[config.mk]
export PLATFORM = sky130hd
export DESIGN_NAME = mclr5_issue_commit
export DESIGN_NICKNAME = d
export VERILOG_FILES = /design/src/rtl/mclr5_pkg.sv /design/src/rtl/mclr5_fwd_mux.sv /design/src/rtl/mclr5_issue_commit.sv
export SDC_FILE = /design/constraint.sdc
export NUM_CORES = 2
export LEC_CHECK = 0
export CAP_MARGIN = 20
export CORE_MARGIN = 8
export CORE_UTILIZATION = 35
export CTS_CLUSTER_DIAMETER = 120
export DETAILED_ROUTE_END_ITERATION = 12
export PLACE_DENSITY_LB_ADDON = 0.2
export SLEW_MARGIN = 20
export SYNTH_ARGS = -nofsm -noshare
export SYNTH_HDL_FRONTEND = slang
export SYNTH_SLANG_ARGS = --single-unit
[constraint.sdc]
create_clock -name CORE_CLK -period 8.3 [get_ports CORE_CLK]
set_clock_uncertainty 0.05 [all_clocks]
set_input_delay 2.075 -clock CORE_CLK [delete_from_list [all_inputs] [get_ports CORE_CLK]]
set_output_delay 2.075 -clock CORE_CLK [all_outputs]
set_load 0.03 [all_outputs]
[src/rtl/mclr5_pkg.sv]
// Shared types and constants for the mclr5 issue/commit block.
package mclr5_pkg;

   localparam int unsigned XLEN      = 32;
   localparam int unsigned REG_IDX_W = 5;

   typedef enum logic [1:0] {
      ST_IDLE,
      ST_MEM_WAIT,
      ST_REDIRECT
   } state_t;

   // Register 0 is hardwired to zero; indices past the implemented file do not exist.
   function automatic logic reg_ok(input logic [REG_IDX_W-1:0] idx, input int unsigned nregs);
      return (idx != '0) && (32'(idx) < nregs);
   endfunction

endpackage

[src/rtl/mclr5_fwd_mux.sv]
// Operand bypass for one source of one slot: nearest earlier slot result, else register file.
module mclr5_fwd_mux
   import mclr5_pkg::*;
#(
   parameter int unsigned ISSUE_W  = 4,
   parameter int unsigned NUM_REGS = 8,
   parameter int unsigned SLOT     = 0
)(
   input  logic [REG_IDX_W-1:0]         rs_idx,
   input  logic [ISSUE_W-1:0]           rd_valid,
   input  logic [REG_IDX_W*ISSUE_W-1:0] rd_idx,
   input  logic [XLEN*ISSUE_W-1:0]      rd_data,
   input  logic [XLEN-1:0]              rf_data,
   output logic [XLEN-1:0]              data
);

   always_comb begin
      data = rf_data;
      // Ascending scan so the closest preceding producer overrides older ones.
      for (int unsigned j = 0; j < ISSUE_W; j++) begin
         if ((j < SLOT) && rd_valid[j] &&
             (rd_idx[j*REG_IDX_W +: REG_IDX_W] == rs_idx)) begin
            data = rd_data[j*XLEN +: XLEN];
         end
      end
      if (!reg_ok(rs_idx, NUM_REGS)) begin
         data = '0;
      end
   end

endmodule

[src/rtl/mclr5_issue_commit.sv]
// Bundle issue/commit with operand bypass, branch redirect and a single blocking memory port.
// Optional retired-slot counter enabled by defining MCLR5_ISSUE_COMMIT_PERF_EN.
module mclr5_issue_commit
   import mclr5_pkg::*;
#(
   parameter int unsigned ISSUE_W  = 4,
   parameter int unsigned NUM_REGS = 8,
   parameter logic [31:0] RESET_PC = 32'h0000_0000
)(
   input  logic                         CORE_CLK,
   input  logic                         RST_n,
   input  logic                         BUNDLE_VALID,
   input  logic [REG_IDX_W*ISSUE_W-1:0] SLOT_RS1_IDX,
   input  logic [REG_IDX_W*ISSUE_W-1:0] SLOT_RS2_IDX,
   output logic [XLEN*ISSUE_W-1:0]      SLOT_RS1_DATA,
   output logic [XLEN*ISSUE_W-1:0]      SLOT_RS2_DATA,
   input  logic [ISSUE_W-1:0]           SLOT_RD_VALID,
   input  logic [REG_IDX_W*ISSUE_W-1:0] SLOT_RD_IDX,
   input  logic [XLEN*ISSUE_W-1:0]      SLOT_RD_DATA,
   input  logic [ISSUE_W-1:0]           SLOT_BR_TAKEN,
   input  logic [XLEN*ISSUE_W-1:0]      SLOT_BR_TARGET,
   input  logic [ISSUE_W-1:0]           SLOT_MEM_REQ,
   input  logic [ISSUE_W-1:0]           SLOT_MEM_WE,
   input  logic [XLEN-1:0]              MEM0_ADDR,
   input  logic [XLEN-1:0]              MEM0_WDATA,
   output logic [XLEN-1:0]              PC,
`ifdef MCLR5_ISSUE_COMMIT_PERF_EN
   output logic [XLEN-1:0]              RETIRED_CNT,
`endif
   output logic                         MEM_REQ,
   output logic                         MEM_WE,
   output logic [XLEN-1:0]              MEM_ADDR,
   output logic [XLEN-1:0]              MEM_WDATA,
   input  logic [XLEN-1:0]              MEM_RDATA,
   input  logic                         MEM_ACK
);

   localparam int unsigned RW = (NUM_REGS > 1) ? $clog2(NUM_REGS) : 1;

   state_t                 state, state_nxt;
   logic [XLEN-1:0]        pc;
   logic [XLEN-1:0]        regs [NUM_REGS];
   logic                   cap_we;
   logic [REG_IDX_W-1:0]   cap_rd;
   logic [XLEN-1:0]        cap_addr, cap_wdata;
   logic [REG_IDX_W-1:0]   rd_idx [ISSUE_W];
   logic                   mem0, br_hit, stop, fire, ack;
   logic [XLEN-1:0]        k_cnt, br_target;
   logic [ISSUE_W-1:0]     commit;

   for (genvar g = 0; g < ISSUE_W; g++) begin : g_slot
      logic [REG_IDX_W-1:0] rs1, rs2;
      assign rs1       = SLOT_RS1_IDX[g*REG_IDX_W +: REG_IDX_W];
      assign rs2       = SLOT_RS2_IDX[g*REG_IDX_W +: REG_IDX_W];
      assign rd_idx[g] = SLOT_RD_IDX[g*REG_IDX_W +: REG_IDX_W];

      mclr5_fwd_mux #(.ISSUE_W(ISSUE_W), .NUM_REGS(NUM_REGS), .SLOT(g)) u_rs1 (
         .rs_idx   (rs1),
         .rd_valid (SLOT_RD_VALID),
         .rd_idx   (SLOT_RD_IDX),
         .rd_data  (SLOT_RD_DATA),
         .rf_data  (regs[rs1[RW-1:0]]),
         .data     (SLOT_RS1_DATA[g*XLEN +: XLEN])
      );

      mclr5_fwd_mux #(.ISSUE_W(ISSUE_W), .NUM_REGS(NUM_REGS), .SLOT(g)) u_rs2 (
         .rs_idx   (rs2),
         .rd_valid (SLOT_RD_VALID),
         .rd_idx   (SLOT_RD_IDX),
         .rd_data  (SLOT_RD_DATA),
         .rf_data  (regs[rs2[RW-1:0]]),
         .data     (SLOT_RS2_DATA[g*XLEN +: XLEN])
      );
   end

   // Memory takes precedence over a branch in the same slot; slot 0 memory gives k=0.
   always_comb begin
      mem0      = SLOT_MEM_REQ[0];
      br_hit    = 1'b0;
      br_target = '0;
      k_cnt     = ISSUE_W;
      stop      = 1'b0;
      commit    = '0;
      for (int unsigned i = 0; i < ISSUE_W; i++) begin
         if (!stop) begin
            if (SLOT_MEM_REQ[i]) begin
               k_cnt = i;
               stop  = 1'b1;
            end else if (SLOT_BR_TAKEN[i]) begin
               k_cnt     = i + 1;
               br_hit    = 1'b1;
               br_target = SLOT_BR_TARGET[i*XLEN +: XLEN];
               stop      = 1'b1;
            end
         end
      end
      for (int unsigned i = 0; i < ISSUE_W; i++) begin
         commit[i] = (i < k_cnt);
      end
   end

   assign fire = (state == ST_IDLE) && BUNDLE_VALID;
   assign ack  = (state == ST_MEM_WAIT) && MEM_ACK;

   always_ff @(posedge CORE_CLK or negedge RST_n) begin
      if (!RST_n) begin
         state <= ST_IDLE;
      end else begin
         state <= state_nxt;
      end
   end

   always_comb begin
      state_nxt = state;
      case (state)
         ST_IDLE: begin
            if (fire) begin
               if (mem0)        state_nxt = ST_MEM_WAIT;
               else if (br_hit) state_nxt = ST_REDIRECT;
            end
         end
         ST_MEM_WAIT: if (MEM_ACK) state_nxt = ST_IDLE;
         ST_REDIRECT: state_nxt = ST_IDLE;
         default:     state_nxt = ST_IDLE;
      endcase
   end

   always_comb begin
      MEM_REQ   = (state == ST_MEM_WAIT);
      MEM_WE    = cap_we;
      MEM_ADDR  = cap_addr;
      MEM_WDATA = cap_wdata;
      PC        = pc;
   end

   always_ff @(posedge CORE_CLK or negedge RST_n) begin
      if (!RST_n) begin
         pc        <= RESET_PC;
         cap_we    <= 1'b0;
         cap_rd    <= '0;
         cap_addr  <= '0;
         cap_wdata <= '0;
      end else if (fire) begin
         if (mem0) begin
            cap_we    <= SLOT_MEM_WE[0];
            cap_rd    <= rd_idx[0];
            cap_addr  <= MEM0_ADDR;
            cap_wdata <= MEM0_WDATA;
         end else if (br_hit) begin
            pc <= br_target;
         end else begin
            pc <= pc + (k_cnt << 2);
         end
      end else if (ack) begin
         pc <= pc + 32'd4;
      end
   end

   // Later committed slots are assigned last, so they win on a shared rd.
   always_ff @(posedge CORE_CLK or negedge RST_n) begin
      if (!RST_n) begin
         for (int unsigned r = 0; r < NUM_REGS; r++) begin
            regs[r] <= '0;
         end
      end else begin
         if (fire) begin
            for (int unsigned i = 0; i < ISSUE_W; i++) begin
               if (commit[i] && SLOT_RD_VALID[i] && reg_ok(rd_idx[i], NUM_REGS)) begin
                  regs[rd_idx[i][RW-1:0]] <= SLOT_RD_DATA[i*XLEN +: XLEN];
               end
            end
         end
         if (ack && !cap_we && reg_ok(cap_rd, NUM_REGS)) begin
            regs[cap_rd[RW-1:0]] <= MEM_RDATA;
         end
      end
   end

`ifdef MCLR5_ISSUE_COMMIT_PERF_EN
   logic [XLEN-1:0] retired;

   always_ff @(posedge CORE_CLK or negedge RST_n) begin
      if (!RST_n) begin
         retired <= '0;
      end else if (fire) begin
         retired <= retired + k_cnt;
      end else if (ack) begin
         retired <= retired + 32'd1;
      end
   end

   assign RETIRED_CNT = retired;
`endif

endmodule

==> impl_metrics.yaml <==
hold_path:
  hold_class: "flip-flop to flip-flop"
  min_to: "PC[1]$_DFFE_PN0P_"
  min_path_cells: 1
  min_from: "PC[1]$_DFFE_PN0P_"
worst_setup_path:
  max_stage_delay_ns: 0.81
  cp.arrival_ns: 5.68
  cp-end-kind: "primary output"
  critPathTopFamily: "buffers and inverters"
  critPathSlowestCell: "clkdlybuf4s50_1"
  cp_common_cell: "clkdlybuf4s50_1"
  crit_path_start_kind: "primary input"
  crit_fanout: 8
  critPathKind: "primary input to primary output"
  reg2regPathDepth: 7
  r2r-start: "state[1]$_DFFE_PN0P_"
  cp.required_ns: 6.18
  path_cells: "clkdlybuf4s50_1, xor2_1, nor4_1, and3_2, buf_4, mux2i_1, a21oi_1, clkdlybuf4s50_1"
  reg2reg_setup_slack_ns: 4.68
  critPathBufInv: 3
  r2r_end: "regs[223]$_DFF_PN0_"
grt:
  grt_antenna_before_repair: 51
  grt.total_usage_pct: 35.5
  grt_pass1_wl_microns: 392000
  grt_overflow: 0
  grt_pass1_vias: 51149
  grt_max_degree: 157
synth:
  synth_commonest_cells: "nand2_1, clkbuf_1, mux2i_1, mux4_2, nor2_1"
  synth_top_area_share_pct: 20.9
  netlist_instances: 5553
  async_flop_share_pct: 100
  ys_seq_elements: 360
  synthFlopType: "dfrtp_1"
  syn_area_per_cell_sq_um: 8.67
  synth_nets: 5990
  ys_seq_area_share_pct: 18.7
  synth_area_leaders: "mux4_2, dfrtp_1, mux2i_1"
  ys_warn_count: 0
  synth_area_sq_um: 48200
  synth_cell_types: 79
  synth_most_common_cell: "nand2_1"
  synth-edff-count: 0
  yosysTopAreaCell: "mux4_2"
die:
  die_y_microns: 387
  die_w_microns: 387
  ios: 786
  rows: 136
  core_sq_um: 137000
  design.die.area_sq_um: 150000
  start_util_pct: 35.2
cts:
  insertion_delay_ns: 0.67
  ctsHtreeMaxLevel: 2
  cts.hold.buffers_added: 0
  cts_buffers: 50
  clkSinkCount: 360
  postCtsSetupBuffers: 0
  path_clk_slew_ns: 0.06
  ctsResizeCount: 0
  cts_tree: "done"
  clockBufferDepth: 3
  cts_root_buffer: "clkbuf_16"
drt:
  remaining_drc_errors: 0
  postRouteAntennaNets: 0
  routed_wl_microns: 283000
  vias_per_cell: 7.08
  vias: 53165
  wl_per_cell_microns: 37.7
  firstDrtPassIters: 9
  initialDrtViolationCount: 9554
sta:
  min_period_over_period_pct: 94.1
  worstMarginPinSlew_ns: 1.24
  finalSetupTns_ns: 0
  rsz0062_at_grt: "false"
  setup_ws_ns: 0.493
  min_period_ns: 7.81
  fmax_ghz: 0.128
  report.final.setup_viol: 0
  slew_headroom_pct: 17.2
  maxSlewViolCount: 0
  hold_viol: 0
layout:
  drive_above_1_share_pct: 21.1
  fill_cells: 13188
  nNetsFinal: 6079
  fin_area_sq_um: 59100
  area_growth_pct: 22.6
place:
  globalplace.congestion: 0.949
  dpl_cell_area_sq_um: 57300
  dp_hpwl_microns: 185000
  post-place-ws_ns: 0.633
  portBuffers: 782
pwr:
  leakagePower_nw: 21.7
  ir_drop_mv: 0.215
  total_power_w: 0.00710
  p_per_area_nw_per_um2: 120
outcome:
  status: "finished, final reports clean"
flow_run:
  max-cap-violations: 0
placed cells by master (no fill, tap or decap), drive strengths merged, types with 106 or more instances in the layout:
cell type	instances
a211oi	135
mux2i	482
o21ai	335
nor2	394
a22oi	203
clkdlybuf4s50	653
buf	325
a21oi	383
mux2	263
a221oi	164
mux4	448
nand2	713
o211ai	106
dfrtp	360
sequential cells by signal, indices dropped and copies added (netlist names):
signal     cells
regs         256
MEM_ADDR      32
MEM_WDATA     32
PC            32
cap_rd         5
state          2
MEM_WE         1
logic make-up (layout without fill, tap and decap cells):
logic type	Yosys count	in the layout	synth area share, %
AOI/OAI and AO/OA	1616	1616	22.4
and+or+nand+nor	1356	1356	12.2
muxes	1193	1193	37.1
buffers and inverters	954	1081	8.14
DFF	360	360	18.7
xor gates and xnor gates	69	69	1.25
adders and majority gates	5	5	0.145
other	0	30	0
layout make-up:
cell class / count / area (sq um) / share of cell area, %
tap: 1794 / 2240 / 3.80
sequential: 360 / 9010 / 15.3
clock buffer: 73 / 1430 / 2.42
timing repair buffer: 978 / 10500 / 17.7
multi-input combinational: 4239 / 35500 / 60.2
clock inverter: 17 / 243 / 0.411
inverter: 13 / 48.8 / 0.0826
antenna: 30 / 75.1 / 0.127
worst max-delay path by stage:
stage                startpoint            endpoint  slack, ns  cells after the start
2_1_floorplan  SLOT_RS2_IDX[15]  SLOT_RS2_DATA[100]       1.94                     10
5_1_grt        SLOT_RS2_IDX[19]  SLOT_RS2_DATA[115]       0.49                      6
3_3_place_gp   SLOT_RS2_IDX[18]  SLOT_RS2_DATA[102]       0.61                      8
3_5_place_dp   SLOT_RS2_IDX[19]  SLOT_RS2_DATA[115]       0.63                      6
6_report       SLOT_RS2_IDX[18]  SLOT_RS2_DATA[102]       0.49                      8
4_1_cts        SLOT_RS2_IDX[19]  SLOT_RS2_DATA[115]       0.62                      6
through the flow:
| stage | std cells | hold WS (ns) | utilization (%) |
|---|---|---|---|
| finish | 7504 | 0.424 | 43.1 |
| global route | 7487 | 0.456 | 43.1 |
| CTS | 7474 | 0.429 | 43.1 |
| detailed placement | 7384 | 0.415 | 41.8 |
| global placement | 7383 | 0.411 | 41.8 |
| floorplan | 5553 | 0.422 | - |
where the power goes:
group	leakage, nW	internal, W	switching, W
clock network	0.803	0.00132	0.00102
logic	16.1	0.00101	0.00159
registers	4.80	0.00192	0.000244
total	21.7	0.00425	0.00285
per-layer routing:
layer	vias up	track usage [%]	share of wire (%)
met1	25820	44.5	37
met3	1064	14.5	15
li1	21321	-	-
met2	4920	51.0	41
met4	40	21.1	7.0
met5	-	0.829	0.15
Power figures use the tool's default switching activity.
